==> config.mk <==
export PLATFORM = sky130hd
export DESIGN_NAME = mem_arbiter
export DESIGN_NICKNAME = d
export VERILOG_FILES = /design/src/rtl/mem_arbiter.sv
export SDC_FILE = /design/constraint.sdc
export NUM_CORES = 1
export LEC_CHECK = 0
export CORE_MARGIN = 2
export CORE_UTILIZATION = 40
export DETAILED_ROUTE_END_ITERATION = 12
export GPL_TIMING_DRIVEN = 0
export PLACE_DENSITY = 0.76
export SYNTH_ARGS = -nofsm -noshare
export SYNTH_HDL_FRONTEND = slang
export SYNTH_SLANG_ARGS = --single-unit
export TNS_END_PERCENT = 50
==> constraint.sdc <==
create_clock -name clk1 -period 4 [get_ports clk1]
set_input_delay 0.6 -clock clk1 [delete_from_list [all_inputs] [get_ports clk1]]
set_output_delay 0.6 -clock clk1 [all_outputs]
set_load 0.01 [all_outputs]
==> src/rtl/mem_arbiter.sv <==
// Two-port (fetch/data) arbiter onto one synchronous single-port memory; grants are combinational,
// reads return 2 cycles after grant. Optional MEM_ARB_RR_EN selects round-robin conflict resolution.
module mem_arbiter #(
    parameter int ADDR_W     = 10,
    parameter int DATA_W     = 32,
    parameter int STARVE_MAX = 4
) (
    input  logic              clk1,
    input  logic              rst,
    input  logic              if_req,
    input  logic [ADDR_W-1:0] if_addr,
    output logic              if_gnt,
    output logic              if_rvalid,
    output logic [DATA_W-1:0] if_rdata,
    input  logic              dm_req,
    input  logic              dm_we,
    input  logic [ADDR_W-1:0] dm_addr,
    input  logic [DATA_W-1:0] dm_wdata,
    output logic              dm_gnt,
    output logic              dm_rvalid,
    output logic [DATA_W-1:0] dm_rdata,
    output logic              mem_en,
    output logic              mem_we,
    output logic [ADDR_W-1:0] mem_addr,
    output logic [DATA_W-1:0] mem_wdata,
    input  logic [DATA_W-1:0] mem_rdata
);

`ifdef MEM_ARB_RR_EN
    // Set when the fetch port should win the next conflict.
    logic rr_if_pref;
`else
    localparam int SW = (STARVE_MAX < 1) ? 1 : $clog2(STARVE_MAX + 1);
    localparam logic [SW-1:0] STARVE_LIM = SW'(STARVE_MAX);
    logic [SW-1:0] starve_cnt;
`endif

    logic              rd1_vld;
    logic              rd1_dm;
    logic [DATA_W-1:0] if_rdata_q;
    logic [DATA_W-1:0] dm_rdata_q;

    always_comb begin
        if_gnt = 1'b0;
        dm_gnt = 1'b0;
        if (!rst) begin
            if (if_req && dm_req) begin
`ifdef MEM_ARB_RR_EN
                if (rr_if_pref) if_gnt = 1'b1;
                else            dm_gnt = 1'b1;
`else
                if (starve_cnt == STARVE_LIM) if_gnt = 1'b1;
                else                          dm_gnt = 1'b1;
`endif
            end else begin
                if_gnt = if_req;
                dm_gnt = dm_req;
            end
        end
    end

`ifdef MEM_ARB_RR_EN
    always_ff @(posedge clk1) begin
        if (rst)                  rr_if_pref <= 1'b1;
        else if (if_req && dm_req) rr_if_pref <= ~if_gnt;
    end
`else
    always_ff @(posedge clk1) begin
        if (rst)                   starve_cnt <= '0;
        else if (if_req && !if_gnt) starve_cnt <= (starve_cnt == STARVE_LIM) ? starve_cnt : starve_cnt + 1'b1;
        else                       starve_cnt <= '0;
    end
`endif

    // Stage 1 tracks the read issued to memory, stage 2 is the rvalid pair itself.
    always_ff @(posedge clk1) begin
        if (rst) begin
            mem_en     <= 1'b0;
            mem_we     <= 1'b0;
            mem_addr   <= '0;
            mem_wdata  <= '0;
            rd1_vld    <= 1'b0;
            rd1_dm     <= 1'b0;
            if_rvalid  <= 1'b0;
            dm_rvalid  <= 1'b0;
            if_rdata_q <= '0;
            dm_rdata_q <= '0;
        end else begin
            mem_en  <= if_gnt | dm_gnt;
            mem_we  <= dm_gnt & dm_we;
            if (dm_gnt) begin
                mem_addr  <= dm_addr;
                mem_wdata <= dm_wdata;
            end else if (if_gnt) begin
                mem_addr  <= if_addr;
            end
            rd1_vld   <= if_gnt | (dm_gnt & ~dm_we);
            rd1_dm    <= dm_gnt;
            if_rvalid <= rd1_vld & ~rd1_dm;
            dm_rvalid <= rd1_vld & rd1_dm;
            if (if_rvalid) if_rdata_q <= mem_rdata;
            if (dm_rvalid) dm_rdata_q <= mem_rdata;
        end
    end

    assign if_rdata = if_rvalid ? mem_rdata : if_rdata_q;
    assign dm_rdata = dm_rvalid ? mem_rdata : dm_rdata_q;

endmodule

==> metrics.txt <==
Placement Rows=39; Synth Register Bits=115; Clock Pin Slew Worst Setup and Hold Paths=0.05 ns; f_max=0.3364 GHz; Reg2Reg Capture Point=mem_addr[0]$_SDFFE_PP0P_; Mapped Area=4701 sq um; Max Cap Viol=0; Total Nets Final=714; clk_skew=0.006206 ns; final setup vio count=0; starting density of the core=40.99%; Vias=3679; CP endpoint kind=output pin; post-synth cell types=26; worst skew pair latency=0.41 ns; core area=11470 sq um; sequential element share of the synthesized area=between 40% and 50%; I/O pin count=201; vias per cell=4.729; Setup crit start=rst; Hold Path End=if_rvalid$_SDFF_PP0_; max incr delay on CP=between 0.6 and 0.7 ns; Crit path max-delay family=buffers and inverters; Worst Hold Class=flip-flop to flip-flop; H-tree levels=4; WP data required=roughly 3.4 ns; dpl hpwl=8820 microns; Total Routing Usage GR=18.93%; Crit Path Class=input port to output pin; share of cells above drive strength 1=22.20%; hold_buf cts=0; cts bufs inserted=17; final period utilization=74.31%; pre-CTS WS=1.009 ns; Slew @ Worst Pin=0.5650 ns; CP Data Arrival Time=2.37 ns; hold path cells=1; Hold Violations, Final=0; LEAKAGE=3.026 nW; PnR worst setup slack=roughly 1 ns; unrepaired setup endpoints after global routing=false; Worst path slowest cell=clkdlybuf4s50_1; largest family of logic cells by synthesized area=multiplexers; PostCTS Resize Cnt=0; leading cell type in the layout, fill and taps excluded=clkdlybuf4s50_1; pin count of the biggest net entering global routing=17; Layout area overhead=58.50%; antenna cells=0; Critical Path Source Type=input port; Initial DRC Count=roughly 120; die height=112.4 microns; CP max FO=10; fill cell count=894; Post-Syn Nets=496; Avg Synthesized Cell Area=11.61 sq um; wire length per cell=15.27 microns; worst path bufs/invs=3; CTS tree=built; setup bufs post-CTS=0; reg2reg setup slack=2.34 ns; CP cell instances=clkdlybuf4s50_1 > buf_4 > nor2b_1 > a21boi_0 > clkdlybuf4s50_1; DRT Pass-1 Iters=4; die area=12630 sq um; mux share of post-synthesis cell area=25.37%; # DRC=0; drt total wl=about 12000 microns; worst reg2reg path depth=6; adder-cell area share of the yosys netlist=0.5323%; most frequent cells in the layout=clkdlybuf4s50_1 (199), dfxtp_1 (115), nor2b_1 (97); grt ovf=0; initial antenna violation count=0; Synth Area in Compound Gates=5.057%; Cells after Synth=405; origin of the worst min-delay path=rd1_dm$_SDFF_PP0_; Ys Warns=0; RD Place Congestion=around 0.75; Buffers on Ports=199; Final Max Tran Viols=0; setup TNS=0 ns; Die Span X=112.4 microns; Root Buffer=clkbuf_16; global-route wire length before repair=18960 microns; R2R Path Start=starve_cnt[0]$_SDFFE_PP0P_; vias in the first global route=3822; most used cell along the critical path=clkdlybuf4s50_1; Post-Synth XOR/XNOR Area=0%; CTS max path bufs=2; min cycle time layout=2.972 ns; outcome=finished, final reports clean; antenna-violating nets left=0; Slew HR=between 60% and 70%; Worst Hold Slack=0.4121 ns; clock sinks=115; Power per Cell Area=approximately 420 nW/um^2; Simple-Gate Fraction of Synth Area=15.73%; Peak VDD IR=between 0.2 and 0.3 mV
worst max-delay path by stage:
stage                        end  cells after the start
final                     if_gnt                      5
after global routing      if_gnt                      5
after CTS                 if_gnt                      5
after detailed placement  if_gnt                      5
after global placement    if_gnt                      5
after floorplan           dm_gnt                      6
through the flow:
stage / area [sq um] / total power, mW / util (%) / std cells
after floorplan: 4701 / 1.426 / - / 405
after global placement: 6872 / 1.659 / 59.92 / 747
after detailed placement: 6872 / 1.668 / 59.92 / 747
after CTS: 7451 / 3.169 / 64.98 / 778
after global routing: 7451 / 3.246 / 64.98 / 778
final: 7451 / 3.131 / 64.98 / 778
cells by family (layout without fill, tap and decap cells):
| group | count (synthesis) | count (layout) |
|---|---|---|
| compound gates | 33 | 33 |
| fa+ha+maj | 2 | 2 |
| buf+inv | 36 | 266 |
| flops | 115 | 115 |
| mux | 97 | 97 |
| simple gates | 122 | 122 |
routing by layer:
metal	part of all wire, %	GRT usage (%)	up-vias
li1	-	-	1804
met1	43	21.94	1715
met2	48	32.09	141
met3	7.3	6.695	19
met4	1.7	7.398	0
met5	0	0	-
cell usage after synthesis (all sizes together):
cell type | count | area share (%)
dfxtp | 115 | 49
nor2b | 97 | 13
mux2 | 96 | 25
buf | 17 | 2.8
nor2 | 15 | 1.3
clkbuf | 14 | 1.1
a211oi | 10 | 1.6
a311oi | 10 | 1.9
o21ai | 10 | 1.1
inv | 5 | 0.40
ha | 2 | 0.53
nand2 | 2 | 0.16
nand2b | 2 | 0.59
nand3 | 2 | 0.21
a21boi | 1 | 0.16
and2 | 1 | 0.13
and3 | 1 | 0.13
and3b | 1 | 0.19
mux2i | 1 | 0.21
nor3b | 1 | 0.16
o21ba | 1 | 0.21
o21bai | 1 | 0.16
area by class of cell:
| cell class | instances | area (sq um) | area share (%) |
|---|---|---|---|
| Clock buffer | 26 | 479.2 | 6.432 |
| Inverter | 5 | 18.77 | 0.2519 |
| Timing Repair Buffer | 199 | 1992 | 26.73 |
| Buffer | 31 | 185.2 | 2.485 |
| Clock inverter | 5 | 100.1 | 1.343 |
| Sequential cell | 115 | 2302 | 30.90 |
| Multi-Input combinational cell | 254 | 2195 | 29.45 |
| Tap cell | 143 | 178.9 | 2.401 |
worst register-to-register path: cells and delay by family, from the launching register on:
family	cells	cell delay, ns
buffers and inverters	2	0.38
adder cells (fa/ha/maj)	1	0.20
AO/OA/AOI/OAI	2	0.49
AND/OR/NAND/NOR	1	0.16
flip-flops	1	0.32
sequential cells by signal, summed over array words and instances, names as in the netlist:
| signal | count |
|---|---|
| dm_rdata_q | 32 |
| dm_rvalid | 1 |
| if_rdata_q | 32 |
| if_rvalid | 1 |
| mem_addr | 10 |
| mem_en | 1 |
| mem_wdata | 32 |
| mem_we | 1 |
| rd1_dm | 1 |
| rd1_vld | 1 |
| starve_cnt | 3 |
power breakdown:
group / internal (mW) / total, mW / switching [mW]
logic: 0.270 / 0.425 / 0.154
clock network: 1.01 / 1.49 / 0.481
registers: 1.20 / 1.22 / 0.0214
Note: power is estimated with default switching activity, not from simulation.
